### src/rtl/ahb_decoder_mux.sv
// AHB-Lite decoder and response mux. Registered data-phase select, a two-cycle ERROR
// default subordinate, and a per-port stall watchdog that locks out hung subordinates.

module ahb_dec_port #(
  parameter int                    ADDR_WIDTH     = 32,
  parameter logic [ADDR_WIDTH-1:0] BASE           = '0,
  parameter logic [ADDR_WIDTH-1:0] SIZE           = '0,
  parameter int                    TIMEOUT_CYCLES = 256
) (
  input  logic                  clk,
  input  logic                  rst_n,
  input  logic [ADDR_WIDTH-1:0] addr,
  input  logic                  sel,
  input  logic                  ready,
  output logic                  hit,
  output logic                  hung,
  output logic                  expire
);
  localparam int CW = (TIMEOUT_CYCLES > 0) ? $clog2(TIMEOUT_CYCLES + 1) : 1;
  localparam logic [ADDR_WIDTH-1:0] MASK  = ~(SIZE - ADDR_WIDTH'(1));
  localparam logic [CW-1:0]         LIMIT = CW'(TIMEOUT_CYCLES - 1);

  logic [CW-1:0] cnt;

  assign hit    = (addr & MASK) == BASE;
  // Fires on the TIMEOUT_CYCLES-th consecutive stalled cycle of this port's data phase.
  assign expire = (TIMEOUT_CYCLES > 0) && sel && !ready && (cnt == LIMIT);

  always_ff @(posedge clk or negedge rst_n)
    if (!rst_n) begin
      cnt  <= '0;
      hung <= 1'b0;
    end else begin
      if (expire) hung <= 1'b1;
      if (sel && !ready && !expire) cnt <= cnt + 1'b1;
      else                          cnt <= '0;
    end
endmodule

module ahb_decoder_mux #(
  parameter int                              DATA_WIDTH     = 32,
  parameter int                              ADDR_WIDTH     = 32,
  parameter int                              NUM_PORTS      = 8,
  parameter logic [NUM_PORTS*ADDR_WIDTH-1:0] BASE_ADDRS     = '0,
  parameter logic [NUM_PORTS*ADDR_WIDTH-1:0] SIZES          = {NUM_PORTS{ADDR_WIDTH'(32'h0010_0000)}},
  parameter int                              TIMEOUT_CYCLES = 256,
  parameter bit                              DEBUG_RAZ      = 1'b1
) (
  input  logic                            HCLK,
  input  logic                            HRESETn,
  input  logic                            S_HSEL,
  input  logic [ADDR_WIDTH-1:0]           S_HADDR,
  input  logic                            S_HWRITE,
  input  logic [2:0]                      S_HSIZE,
  input  logic [2:0]                      S_HBURST,
  input  logic [3:0]                      S_HPROT,
  input  logic [1:0]                      S_HTRANS,
  input  logic                            S_HMASTLOCK,
  input  logic [DATA_WIDTH-1:0]           S_HWDATA,
  input  logic                            S_HMASTER,
  output logic                            S_HREADY,
  output logic                            S_HRESP,
  output logic [DATA_WIDTH-1:0]           S_HRDATA,
  output logic [NUM_PORTS-1:0]            M_HSEL,
  output logic [ADDR_WIDTH-1:0]           M_HADDR,
  output logic                            M_HWRITE,
  output logic [2:0]                      M_HSIZE,
  output logic [2:0]                      M_HBURST,
  output logic [3:0]                      M_HPROT,
  output logic [1:0]                      M_HTRANS,
  output logic                            M_HMASTLOCK,
  output logic [DATA_WIDTH-1:0]           M_HWDATA,
  output logic                            M_HREADY,
  input  logic [NUM_PORTS-1:0]            M_HREADYOUT,
  input  logic [NUM_PORTS-1:0]            M_HRESP,
  input  logic [NUM_PORTS*DATA_WIDTH-1:0] M_HRDATA,
  output logic [NUM_PORTS-1:0]            HUNG
);
  typedef enum logic [1:0] {DS_IDLE, DS_ERR1, DS_ERR2} ds_e;

  ds_e                  ds, ds_nxt;
  logic [NUM_PORTS-1:0] hit, first_hit, hung, expire, tgt_oh, dsel_oh;
  logic                 valid, tgt_def, tgt_raz, dsel_def, dsel_raz, expire_any, found;

  for (genvar i = 0; i < NUM_PORTS; i++) begin : g_port
    ahb_dec_port #(
      .ADDR_WIDTH     (ADDR_WIDTH),
      .BASE           (BASE_ADDRS[i*ADDR_WIDTH +: ADDR_WIDTH]),
      .SIZE           (SIZES[i*ADDR_WIDTH +: ADDR_WIDTH]),
      .TIMEOUT_CYCLES (TIMEOUT_CYCLES)
    ) u_port (
      .clk    (HCLK),
      .rst_n  (HRESETn),
      .addr   (S_HADDR),
      .sel    (dsel_oh[i]),
      .ready  (M_HREADYOUT[i]),
      .hit    (hit[i]),
      .hung   (hung[i]),
      .expire (expire[i])
    );
  end

  always_comb begin
    first_hit = '0;
    found     = 1'b0;
    for (int k = 0; k < NUM_PORTS; k++) begin
      first_hit[k] = hit[k] && !found;
      found        = found || hit[k];
    end
  end

  // A hung lowest-index hit still owns the address; it falls to the ERROR path, not a higher port.
  assign valid      = S_HSEL && S_HTRANS[1];
  assign M_HSEL     = {NUM_PORTS{S_HSEL}} & first_hit & ~hung;
  assign tgt_oh     = valid ? (first_hit & ~hung) : '0;
  assign tgt_raz    = valid && (hit == '0) && DEBUG_RAZ && S_HMASTER;
  assign tgt_def    = valid && (tgt_oh == '0) && !tgt_raz;
  assign expire_any = |expire;

  always_ff @(posedge HCLK or negedge HRESETn)
    if (!HRESETn) begin
      dsel_oh  <= '0;
      dsel_def <= 1'b0;
      dsel_raz <= 1'b0;
    end else if (expire_any) begin
      dsel_oh  <= '0;
      dsel_def <= 1'b1;
      dsel_raz <= 1'b0;
    end else if (S_HREADY) begin
      dsel_oh  <= tgt_oh;
      dsel_def <= tgt_def;
      dsel_raz <= tgt_raz;
    end

  always_ff @(posedge HCLK or negedge HRESETn)
    if (!HRESETn) ds <= DS_IDLE;
    else          ds <= ds_nxt;

  always_comb begin
    ds_nxt = ds;
    case (ds)
      DS_IDLE: if ((S_HREADY && tgt_def) || expire_any) ds_nxt = DS_ERR1;
      DS_ERR1: ds_nxt = DS_ERR2;
      DS_ERR2: ds_nxt = tgt_def ? DS_ERR1 : DS_IDLE;
      default: ds_nxt = DS_IDLE;
    endcase
  end

  // none and DEBUG_RAZ both fall through to 1/OKAY/0 since no dsel_oh bit is set.
  always_comb begin
    S_HREADY = ~|(dsel_oh & ~M_HREADYOUT);
    S_HRESP  = |(dsel_oh & M_HRESP);
    S_HRDATA = '0;
    for (int k = 0; k < NUM_PORTS; k++)
      if (dsel_oh[k]) S_HRDATA = M_HRDATA[k*DATA_WIDTH +: DATA_WIDTH];
    if (dsel_def) begin
      S_HREADY = (ds == DS_ERR2);
      S_HRESP  = 1'b1;
    end
  end

  assign M_HADDR     = S_HADDR;
  assign M_HWRITE    = S_HWRITE;
  assign M_HSIZE     = S_HSIZE;
  assign M_HBURST    = S_HBURST;
  assign M_HPROT     = S_HPROT;
  assign M_HTRANS    = S_HTRANS;
  assign M_HMASTLOCK = S_HMASTLOCK;
  assign M_HWDATA    = S_HWDATA;
  assign M_HREADY    = S_HREADY;
  assign HUNG        = hung;
endmodule

### config.mk
export PLATFORM = sky130hd
export DESIGN_NAME = ahb_decoder_mux
export DESIGN_NICKNAME = d
export VERILOG_FILES = /design/src/rtl/ahb_decoder_mux.sv
export SDC_FILE = /design/constraint.sdc
export NUM_CORES = 1
export LEC_CHECK = 0
export BUFFER_PORTS_ARGS = -buffer_cell sky130_fd_sc_hd__buf_2
export CAP_MARGIN = 10
export CORE_AREA = 2 2 188 190
export CTS_CLUSTER_SIZE = 30
export DETAILED_ROUTE_END_ITERATION = 10
export DIE_AREA = 0 0 190 192
export PLACE_DENSITY = 0.49
export SETUP_SLACK_MARGIN = 0.2
export SLEW_MARGIN = 10
export SYNTH_ARGS = -nofsm -noshare
export SYNTH_HDL_FRONTEND = slang
export SYNTH_HIERARCHICAL = 1
export SYNTH_SLANG_ARGS = --single-unit
### constraint.sdc
create_clock -name HCLK -period 2.9 [get_ports HCLK]
set_clock_uncertainty 0.2 [all_clocks]
set_input_delay 0.145 -clock HCLK [delete_from_list [all_inputs] [get_ports HCLK]]
set_output_delay 0.145 -clock HCLK [all_outputs]
set_load 0.05 [all_outputs]
==> impl_metrics.py, run 1 <==
metrics = {
    "pwr": {
        "p_sw_mw": 0.762,
        "p_int_mw": 2.25,
        "comb_power_share_pct": 14.7,
        "clkPwrFrac_pct": 42.7,
        "vdd_ir_drop_max_mv": 0.330,
        "power.total_mw": 3.01,
        "p_leak_nw": 4.51,
        "powerDensity_mw_per_mm2": 293,
        "switching_share_pct": 25.4,
        "seq_power_share_pct": 42.6,
    },
    "logic_synthesis": {
        "synth_top_area_share_pct": 30.4,
        "ys_types": 57,
        "synth_area_mm2": 0.00750,
        "postSynthAreaPerCell_um2": 8.27,
        "synth_warnings": 6,
        "synth_top_cell_by_area": "dfrtp_1",
        "ys_ff_latch": 91,
        "synthFlopType": "dfrtp_1",
        "synth_nets": 1277,
        "async_flop_share_pct": 100,
        "postSynthCellCount": 907,
        "synth_edf_count": 0,
        "synth_common_cells": "nor2_1 (92), dfrtp_1 (91), buf_4 (79)",
        "synth.most_common_cell": "nor2_1",
        "ys_top_cells_by_area": "dfrtp_1 (30%), buf_4 (7.9%), a221oi_1 (7.4%)",
        "yosysSeqAreaShare_pct": 30.4,
    },
    "routing": {
        "viasPerCell": 4.94,
        "initialDrtViolationCount": 470,
        "drtPass1Iterations": 5,
        "post_drt_wl_per_cell_um": 23.8,
        "ant_nets": 0,
        "vias": 8081,
        "routed_wl_um": 38900,
        "drcViolationCount": 0,
    },
    "cells_and_area": {
        "nets": 1540,
        "seq_area_mm2": 0.00228,
        "final_layout_size_suffix_gt1_share_pct": 41.6,
        "final_cells": 1636,
        "area_delta_synth_final_pct": 36.9,
        "fillers": 3687,
        "multi_input_area_mm2": 0.00464,
        "design_area_mm2": 0.0103,
    },
    "min_path": {
        "whs_endpoint": "g_port[5].u_port/cnt[1]",
        "hold_start": "M_HREADYOUT[5]",
        "hp-class": "in2reg",
        "hold_depth": 3,
    },
    "global_route": {
        "grtUsageTotal_pct": 20.7,
        "grt_overflow": 0,
        "grt_max_degree": 54,
        "grt_antenna_before_repair": 9,
        "grt_pass1_wl_um": 55100,
        "grt_pass1_vias": 8169,
    },
    "setup_path": {
        "slowest_stage": "dfrtp_2",
        "cp-end-kind": "output pin",
        "reg2regPathDepth": 7,
        "worst-setup-path-type": "reg2out",
        "cpPeakStageDelay_ns": 0.46,
        "r2r_end": "dsel_oh[7]",
        "cp.arrival_ns": 2.34,
        "worstSetupStartpointType": "flop",
        "r2r-start": "dsel_oh[1]",
        "crit_fanout": 9,
        "cp_cell_sequence": "nor2b_4, buf_8, buf_4, a221oi_1, o31ai_1, a221oi_1, o31ai_2, clkbuf_4",
        "critPathRequiredTime_ns": 2.56,
        "startpoint": "dsel_oh[1]",
        "critical_path.most_common_cell": "a221oi_1",
        "reg2reg_setup_slack_ns": 0.50,
    },
    "sta": {
        "finalSetupViolCount": 0,
        "worst_pin_slew_ns": 0.579,
        "slew_violations": 0,
        "tns_ns": 0,
        "hold_viol": 0,
        "rsz0062_at_grt": "true",
        "max_freq_mhz": 373,
        "period_needed_ns": 2.68,
        "period_share_pct": 92.4,
        "relSlewSlack_pct": 61.4,
    },
    "place": {
        "placedInstanceArea_mm2": 0.00952,
        "gp_congestion": 1.00,
        "dp.cells": 1601,
        "port_buffers": 352,
        "dp_hpwl_um": 31900,
    },
    "clocking": {
        "cts.htree.levels": 3,
        "cts-buffers-inserted": 9,
        "clk_latency_ns": 0.35,
        "clockBufferDepth": 2,
        "cts_tree": "yes",
        "path_clk_slew_ns": 0.07,
        "cts_root_buf": "clkbuf_16",
        "cts_sinks": 91,
    },
    "run": {
        "drv_cap": 0,
    },
    "die": {
        "fp-row-count": 68,
        "fp.dieH_um": 192,
        "die-area_mm2": 0.0365,
        "fp.dieW_um": 190,
        "coreArea_mm2": 0.0343,
        "start_util_pct": 21.9,
        "num_io_pins": 483,
    },
    "run_status": {
        "status": "finished, final reports clean",
    },
}
## critical path: cells and delay by family (launching register included)
kind                   cells  cell delay [ns]
AO/OA/AOI/OAI              4             0.77
buffers and inverters      3             0.57
flip-flops                 1             0.46
AND/OR/NAND/NOR            1             0.18
## per-layer routing
layer  up-vias  global-route usage [%]  part of all wire [%]
met4         4                    7.99                   3.1
met2       325                    36.3                    50
met1      3890                    24.3                    39
li1       3828                       -                     -
met5         -                       0                 0.069
met3        34                    5.17                   7.7
## repair_timing
item | in CTS | in global routing
setup buffers | 4 | 0
pin swaps | 12 | 14
gates cloned | 1 | 0
endpoints found under the setup margin | 18 | 21
resized for setup | 30 | 36
hold endpoints to repair | 48 | 0
hold buffers | 8 | 0
## cells by family after synthesis
group | synth area share [%]
fa+ha+maj | 2.67
compound gates | 25.1
buf+inv | 12.3
xor+xnor | 2.80
flops | 30.4
mux | 0.834
simple gates | 25.9
## power by group through the flow
stage	sequential (mW)	clock (mW)	combinational [mW]
3_5_place_dp	1.30	0	0.429
3_3_place_gp	1.31	0	0.434
6_report	1.28	1.28	0.442
5_1_grt	1.28	1.37	0.473
4_1_cts	1.28	1.32	0.442
2_1_floorplan	1.30	0	0.380
## worst max-delay path by stage
stage	to	slack (ns)	cells past startpoint
after global routing	S_HRDATA[3]	0.13	8
after floorplan	S_HRDATA[29]	0.24	6
final	S_HRDATA[3]	0.22	8
after CTS	S_HRDATA[30]	0.12	7
after global placement	S_HRDATA[30]	0.17	7
after detailed placement	S_HRDATA[30]	0.12	7
## cell usage in the layout, fill, tap and decap left out, types with 23 or more instances in the layout
cell,count
o31ai_1,23
nor2_1,92
o31ai_2,34
o21a_1,32
a221oi_1,55
a21oi_1,57
or3_1,24
buf_4,31
buf_2,326
dfrtp_1,85
nor2b_1,33
o21ai_0,25
nand3_1,34
nor4_1,29
nand2_1,56
## sequential cells by signal, summed over array words and instances (netlist names)
name / cells
g_port.u_port/hung: 8
dsel_oh: 8
g_port.u_port/cnt: 72
dsel_def: 1
ds: 2
## cell type report
| class | instances | share of cell area, % |
|---|---|---|
| Timing Repair Buffer | 390 | 22.9 |
| Inverter | 17 | 0.792 |
| Antenna cell | 6 | 0.146 |
| Multi-Input combinational cell | 661 | 45.2 |
| Sequential cell | 91 | 22.3 |
| Clock inverter | 6 | 0.853 |
| Tap cell | 455 | 5.54 |
| Clock buffer | 10 | 2.33 |
## per-stage QoR
stage	utilization (%)	setup slack, ns	hold WS [ns]
final	29.9	0.219	0.00945
after global routing	29.9	0.134	0.0335
after CTS	29.5	0.125	0.00827
after detailed placement	27.8	0.124	-0.0126
after global placement	27.8	0.168	-0.00444
after floorplan	-	0.242	-0.351
Note: power is estimated with default switching activity, not from simulation.
==> run 2, diff against run 1 <==
Settings changed: CORE_AREA 2 2 188 190 to 2 2 189 191, DIE_AREA 0 0 190 192 to 0 0 191 193, PLACE_DENSITY 0.49 to 0.3, SYNTH_HIERARCHICAL 1 to not set.
==> run 2 against run 1 <==
Effect of this change:
- sequential share of layout area shrank 6.0 points
- via count shrank 85%
- core utilization down 24 points
- first-iteration DRC count decreased by 96%
- power fell by 53%
- fmax rose by 47%
- count of clock-buffer cells in the layout fell by 7
- register-to-register slack gained 0.58 ns
- sequential power down 83%
- largest power group is now combinational cells
==> impl_metrics.py, run 2 <==
metrics = {
    "run_status": {
        "status": "finished, final reports clean",
    },
    "sta": {
        "hold_viol": 0,
        "max_freq_mhz": 549,
        "tns_ns": 0,
        "slew_violations": 0,
        "period_needed_ns": 1.82,
        "setup_ws_ns": 1.08,
        "rsz0062_at_grt": "false",
        "finalSetupViolCount": 0,
        "period_share_pct": 62.8,
    },
    "routing": {
        "ant_nets": 0,
        "post_drt_wl_per_cell_um": 11.2,
        "viasPerCell": 1.76,
        "drtPass1Iterations": 3,
        "routed_wl_um": 7660,
        "initialDrtViolationCount": 18,
        "vias": 1206,
        "drcViolationCount": 0,
    },
    "cells_and_area": {
        "fillers": 4135,
        "largest_reg_flops": 9,
        "final_layout_size_suffix_gt1_share_pct": 49.3,
        "final_cell_mix": "buf_2 (100), and2_1 (32), conb_1 (14), dfrtp_1 (14), nor2_1 (11)",
        "nets": 581,
        "reg_top3": "g_port.u_port.cnt x9, ds x2",
        "largest-register": "g_port.u_port.cnt",
        "mostFrequentLayoutCell": "buf_2",
        "antenna_cells": 0,
        "area_delta_synth_final_pct": 29.9,
    },
    "setup_path": {
        "reg2regPathDepth": 6,
        "slowest_stage": "dfrtp_1",
        "reg2reg_setup_slack_ns": 1.08,
        "worstSetupStartpointType": "flop",
        "cp_cell_sequence": "ha_1, nand3_1, nor2_1, ha_1, nand2b_1, a21oi_1",
        "cp.arrival_ns": 1.78,
        "crit_fanout": 9,
        "cp-end-kind": "flop",
        "r2r-start": "g_port[0].u_port.cnt[0]",
        "critPathRequiredTime_ns": 2.86,
        "startpoint": "g_port[0].u_port.cnt[0]",
        "crit_path_end": "g_port[0].u_port.cnt[6]",
        "r2r_end": "g_port[0].u_port.cnt[6]",
        "cpPeakStageDelay_ns": 0.39,
        "critical_path.most_common_cell": "ha_1",
        "worst-setup-path-type": "reg2reg",
    },
    "logic_synthesis": {
        "synthFlopType": "dfrtp_1",
        "synth_edf_count": 0,
        "synth_top_cell_by_area": "buf_4",
        "synth_common_cells": "buf_4 (94), and2_1 (32), dfrtp_1 (14)",
        "synth_area_mm2": 0.00166,
        "synth.most_common_cell": "buf_4",
        "synth_xor_area_share_pct": 2.64,
        "ys_types": 28,
        "ys_ff_latch": 14,
        "synth_top_family_by_area": "buffers and inverters",
        "synthAdderAreaFrac_pct": 1.51,
        "synthSimpleGateAreaFrac_pct": 25.7,
        "yosysSeqAreaShare_pct": 21.1,
        "synth_warnings": 0,
        "synth_compound_area_share_pct": 3.92,
        "synthMuxAreaShare_pct": 0,
        "ys_top_cells_by_area": "buf_4 (43%), dfrtp_1 (21%), and2_1 (12%)",
        "synth_top_area_share_pct": 42.5,
        "async_flop_share_pct": 100,
        "postSynthAreaPerCell_um2": 8.17,
        "postSynthCellCount": 203,
    },
    "global_route": {
        "grt_max_degree": 35,
        "grt_overflow": 0,
        "grt_antenna_before_repair": 0,
        "grtUsageTotal_pct": 3.78,
        "grt_pass1_vias": 1015,
        "grt_pass1_wl_um": 9060,
    },
    "place": {
        "gp_congestion": 0.622,
        "port_buffers": 100,
        "place_ws_ns": 1.04,
        "dp_hpwl_um": 7050,
    },
    "die": {
        "start_util_pct": 4.75,
        "fp.dieW_um": 191,
        "num_io_pins": 483,
        "fp.dieH_um": 193,
        "fp-row-count": 69,
        "die-area_mm2": 0.0369,
        "coreArea_mm2": 0.0350,
    },
    "clocking": {
        "cts.htree.levels": 1,
        "clockBufferDepth": 2,
        "clk_latency_ns": 0.24,
        "postCtsSetupRepairBufs": 0,
        "cts_sinks": 14,
        "path_clk_slew_ns": 0.05,
        "cts_root_buf": "clkbuf_16",
        "cts-buffers-inserted": 3,
        "cts_tree": "yes",
    },
    "pwr": {
        "powerDensity_mw_per_mm2": 657,
        "p_leak_nw": 0.964,
        "vdd_ir_drop_max_mv": 0.179,
    },
    "min_path": {
        "hp-class": "in2out",
    },
    "run": {
        "drv_cap": 0,
    },
}
[run 2: cell types whose count changed after synthesis, sizes merged, moves of 43 or more]
cell    before  now
nor2        92   11
dfrtp       91   14
a221oi      64    0
o31ai       62    0
a21oi       59    2
nand2       57    6
clkbuf      46    3
[run 2: power breakdown]
group / leakage [nW] / switching, mW / total, mW / internal (mW)
Clock: 0.0370 / 0.0756 / 0.256 / 0.180
Combinational: 0.739 / 0.736 / 0.939 / 0.204
Sequential: 0.188 / 0.00991 / 0.221 / 0.211
Total: 0.964 / 0.821 / 1.42 / 0.595
[run 2: per-layer routing]
| metal | wire, um | global-route usage [%] |
|---|---|---|
| met1 | 2190 | 3.16 |
| met2 | 3800 | 6.63 |
| met3 | 1600 | 3.48 |
| met4 | 65 | 0.686 |
| met5 | 0 | 0 |
[run 2: cell families (layout without fill, tap and decap cells)]
family | after synthesis | count (layout)
compound gates | 10 | 10
fa+ha+maj | 2 | 2
xor+xnor | 5 | 5
buf+inv | 104 | 111
other cells | 1 | 14
simple gates | 67 | 67
flops | 14 | 14
[run 2: worst min path at each step]
| stage | from | endpoint | cells past startpoint |
|---|---|---|---|
| finish | S_HBURST[2] | M_HBURST[2] | 0 |
| global route | S_HADDR[9] | M_HADDR[9] | 0 |
| CTS | S_HADDR[12] | M_HADDR[12] | 0 |
| detailed placement | HRESETn | g_port[0].u_port.cnt[2] | 1 |
| global placement | HRESETn | g_port[0].u_port.cnt[1] | 1 |
| floorplan | HRESETn | ds[0] | 0 |
[run 2: area by class of cell]
type	instances	area [um2]	share of cell area, %
Multi-Input combinational cell	98	613	28.4
Tap cell	461	577	26.8
Timing Repair Buffer	102	518	24.0
Sequential cell	14	350	16.3
Clock buffer	3	75.1	3.48
Inverter	6	22.5	1.04
[run 2: worst max-delay path, delay by kind of cell, from the launching register on]
kind	cells	cell delay (ns)
fa+ha+maj	2	0.41
flops	1	0.39
compound gates	1	0.19
simple gates	3	0.55
[run 2: timing repair]
| item | CTS | global route |
|---|---|---|
| gates resized for setup | 0 | 0 |
| hold buffers | 1 | 0 |
| endpoints found under the hold margin | 14 | 0 |
[run 2: through the flow]
| stage | util (%) | total power [mW] | hold WS (ns) | area, um2 | std cells |
|---|---|---|---|---|---|
| after global routing | 6.17 | 1.50 | 0.0901 | 2160 | 684 |
| final | 6.17 | 1.42 | 0.0900 | 2160 | 684 |
| after detailed placement | 5.92 | 1.18 | -0.124 | 2070 | 680 |
| after floorplan | - | 1.21 | -0.351 | 1710 | 216 |
| after CTS | 6.17 | 1.45 | 0.0903 | 2160 | 684 |
| after global placement | 5.92 | 1.19 | -0.127 | 2070 | 680 |
==> run 3, diff against run 2 <==
Settings changed: ABC_AREA set to 1, CORE_AREA 2 2 189 191 to 2 2 188 190, DIE_AREA 0 0 191 193 to 0 0 190 192, PLACE_DENSITY 0.3 to 0.32.
Clock period 2.9 ns to 1.6 ns, I/O delays scaled along.
==> run 3 against run 2 <==
Effect of this change:
- the flow now finishes with violations (negative hold slack, negative setup slack)
- synthesized cell count up 27%
- area after synthesis up 5.8%
- core utilization up 6.1 points
- worst setup slack worse by 1.3 ns
- power up 11%
- sequential cell count unchanged
- fmax down 1.2%
- cell area up 94%
- largest power group unchanged
==> impl_metrics.py, run 3 <==
metrics = {
    "cells_and_area": {
        "area_delta_synth_final_pct": 139,
        "final_util_pct": 12.2,
        "design_area_mm2": 0.00419,
        "final_layout_size_suffix_gt1_share_pct": 60.6,
        "multi_input_area_um2": 918,
        "nets": 729,
        "seq_area_um2": 354,
        "mostFrequentLayoutCell": "dlygate4sd3_1",
        "largest_reg_flops": 9,
        "final_cell_mix": "dlygate4sd3_1 (67), buf_2 (64), buf_12 (30)",
        "largest-register": "g_port.u_port.cnt",
        "reg_top3": "g_port.u_port.cnt x9, ds x2",
        "fillers": 3923,
    },
    "clocking": {
        "cts_tree": "yes",
        "cts_sinks": 14,
        "cts_root_buf": "clkbuf_16",
        "clockBufferDepth": 2,
        "path_clk_slew_ns": 0.05,
        "cts.htree.levels": 1,
        "postCtsHoldBufs": 67,
        "cts-buffers-inserted": 3,
        "clk_latency_ns": 0.24,
    },
    "sta": {
        "period_share_pct": 115,
        "rsz0062_at_grt": "true",
        "worst_pin_slew_ns": 0.615,
        "period_needed_ns": 1.84,
        "setup_ws_ns": -0.244,
        "slew_violations": 0,
        "finalSetupViolCount": 46,
        "hold_viol": 2,
        "max_freq_mhz": 542,
        "relSlewSlack_pct": 58.9,
        "hold_ws_ns": -0.0147,
    },
    "setup_path": {
        "reg2regPathDepth": 11,
        "reg2reg_setup_slack_ns": -0.24,
        "r2r_end": "g_port[0].u_port.cnt[4]",
        "cp.arrival_ns": 1.81,
        "worst-setup-path-type": "reg2reg",
        "cp-end-kind": "flop",
        "r2r-start": "g_port[0].u_port.cnt[0]",
        "critPathRequiredTime_ns": 1.57,
        "worstSetupStartpointType": "flop",
        "crit_fanout": 6,
    },
    "pwr": {
        "power.total_mw": 1.57,
        "comb_power_share_pct": 47.8,
        "p_int_mw": 0.854,
        "powerDensity_mw_per_mm2": 375,
        "vdd_ir_drop_max_mv": 0.285,
        "p_leak_nw": 1.88,
        "switching_share_pct": 45.7,
        "p_sw_mw": 0.718,
        "clkPwrFrac_pct": 29.6,
        "seq_power_share_pct": 22.6,
    },
    "die": {
        "coreArea_mm2": 0.0343,
        "start_util_pct": 5.12,
        "num_io_pins": 483,
        "fp.dieW_um": 190,
        "fp.dieH_um": 192,
        "die-area_mm2": 0.0365,
        "fp-row-count": 68,
    },
    "logic_synthesis": {
        "ys_types": 24,
        "async_flop_share_pct": 100,
        "synth_area_mm2": 0.00176,
        "synth.most_common_cell": "buf_4",
        "synth_warnings": 0,
        "postSynthCellCount": 258,
        "synthFlopType": "dfrtp_1",
        "synth_top_area_share_pct": 40.2,
        "synth_common_cells": "buf_4 (94), nand2_1 (48), inv_1 (45)",
        "yosysSeqAreaShare_pct": 20.0,
        "ys_top_cells_by_area": "buf_4 (40%), dfrtp_1 (20%), nand2_1 (10%)",
        "postSynthAreaPerCell_um2": 6.80,
        "ys_ff_latch": 14,
        "synth_top_cell_by_area": "buf_4",
        "synth_edf_count": 0,
    },
    "min_path": {
        "hp-class": "in2reg",
        "hold_start": "M_HREADYOUT[0]",
        "whs_endpoint": "g_port[0].u_port.cnt[6]",
        "hold_depth": 4,
    },
    "routing": {
        "drcViolationCount": 0,
        "initialDrtViolationCount": 25,
        "vias": 1899,
        "drtPass1Iterations": 4,
        "post_drt_wl_per_cell_um": 16.6,
        "viasPerCell": 2.30,
        "ant_nets": 0,
        "routed_wl_um": 13700,
    },
    "global_route": {
        "grtUsageTotal_pct": 7.01,
        "grt_overflow": 0,
        "grt_antenna_before_repair": 12,
        "grt_pass1_wl_um": 16700,
        "grt_pass1_vias": 1823,
        "grt_max_degree": 15,
    },
    "place": {
        "placedInstanceArea_mm2": 0.00265,
        "dp_hpwl_um": 11800,
        "gp_congestion": 0.669,
        "port_buffers": 100,
        "place_ws_ns": -0.343,
    },
    "run": {
        "drv_cap": 0,
    },
    "run_status": {
        "status": "finished, violations left",
        "failed_checks": "negative hold slack, negative setup slack",
    },
}
==> run 3: changes by cell type after synthesis, moves of 3 or more <==
cell,before,now
inv_1,6,45
nor4_4,3,0
and3_1,3,0
nand3_2,0,5
a21oi_1,2,5
clkbuf_1,3,0
nor2_2,0,3
and2_1,32,1
xnor2_1,3,0
nand2_2,0,4
nor2_1,11,18
nand2_1,6,48
==> run 3: what timing repair did <==
action,CTS,global route
gates cloned,3,0
hold endpoints to repair,82,1
gates resized for setup,159,35
buffers inserted,11,4
setup endpoints to repair,49,49
pin swaps,12,9
==> run 3: kinds of logic (layout without fill, tap and decap cells) <==
| group | Yosys count | count (layout) | synth area share, % |
|---|---|---|---|
| AO/OA/AOI/OAI | 12 | 12 | 4.21 |
| adder cells (fa/ha/maj) | 2 | 2 | 1.43 |
| buffers and inverters | 145 | 245 | 51.9 |
| flip-flops | 14 | 14 | 20.0 |
| other | 1 | 15 | 0.214 |
| AND/OR/NAND/NOR | 84 | 84 | 22.3 |
==> run 3: metal layers <==
metal  vias to the layer above  wire [um]  global-route usage [%]
li1                        877          -                       -
met1                       835       4650                    7.39
met2                       157       7700                    13.9
met3                        28        915                    1.28
met4                         2        421                    2.18
met5                         -         13                       0
==> run 3: metrics by stage <==
stage | std cells | TNS [ns]
3_3_place_gp | 738 | -3.42
4_1_cts | 822 | -5.88
3_5_place_dp | 738 | -3.85
5_1_grt | 827 | -7.66
6_report | 827 | -4.73
2_1_floorplan | 271 | -2.00
==> run 3: power by group through the flow <==
stage                     Clock, mW  Sequential (mW)  Combinational (mW)
after floorplan                   0            0.361               0.634
after global placement            0            0.361               0.247
after detailed placement          0            0.361               0.248
after CTS                     0.477            0.355               0.755
after global routing          0.498            0.355               0.778
final                         0.466            0.355               0.751
==> run 3: worst max-delay path by stage <==
stage	slack, ns	cells past startpoint	endpoint	from
finish	-0.24	11	g_port[0].u_port.cnt[4]	g_port[0].u_port.cnt[0]
global route	-0.41	11	g_port[0].u_port.cnt[4]	g_port[0].u_port.cnt[1]
CTS	-0.28	11	g_port[0].u_port.cnt[3]	g_port[0].u_port.cnt[0]
detailed placement	-0.34	11	g_port[0].u_port.cnt[2]	g_port[0].u_port.cnt[1]
global placement	-0.33	11	g_port[0].u_port.cnt[2]	g_port[0].u_port.cnt[1]
floorplan	-0.20	11	g_port[0].u_port.cnt[3]	g_port[0].u_port.cnt[0]
==> run 3: final cells by class <==
cell class,count,share of cell area [%]
repair buffers,195,47.9
multi-input cells,112,21.9
well taps,455,13.6
flip-flops and latches,14,8.45
inverters,47,6.30
clock buffers,3,1.79
diodes,1,0.0597
==> run 3: worst max-delay path, stage by stage, from the launching register on <==
cell,delay (ns)
dfrtp_1,0.38
ha_2,0.20
nand2_2,0.06
inv_2,0.04
nand2_2,0.08
nor2_4,0.04
nand3_2,0.07
nor2_1,0.05
ha_2,0.19
nor3_4,0.25
o21ai_1,0.11
a21oi_1,0.12
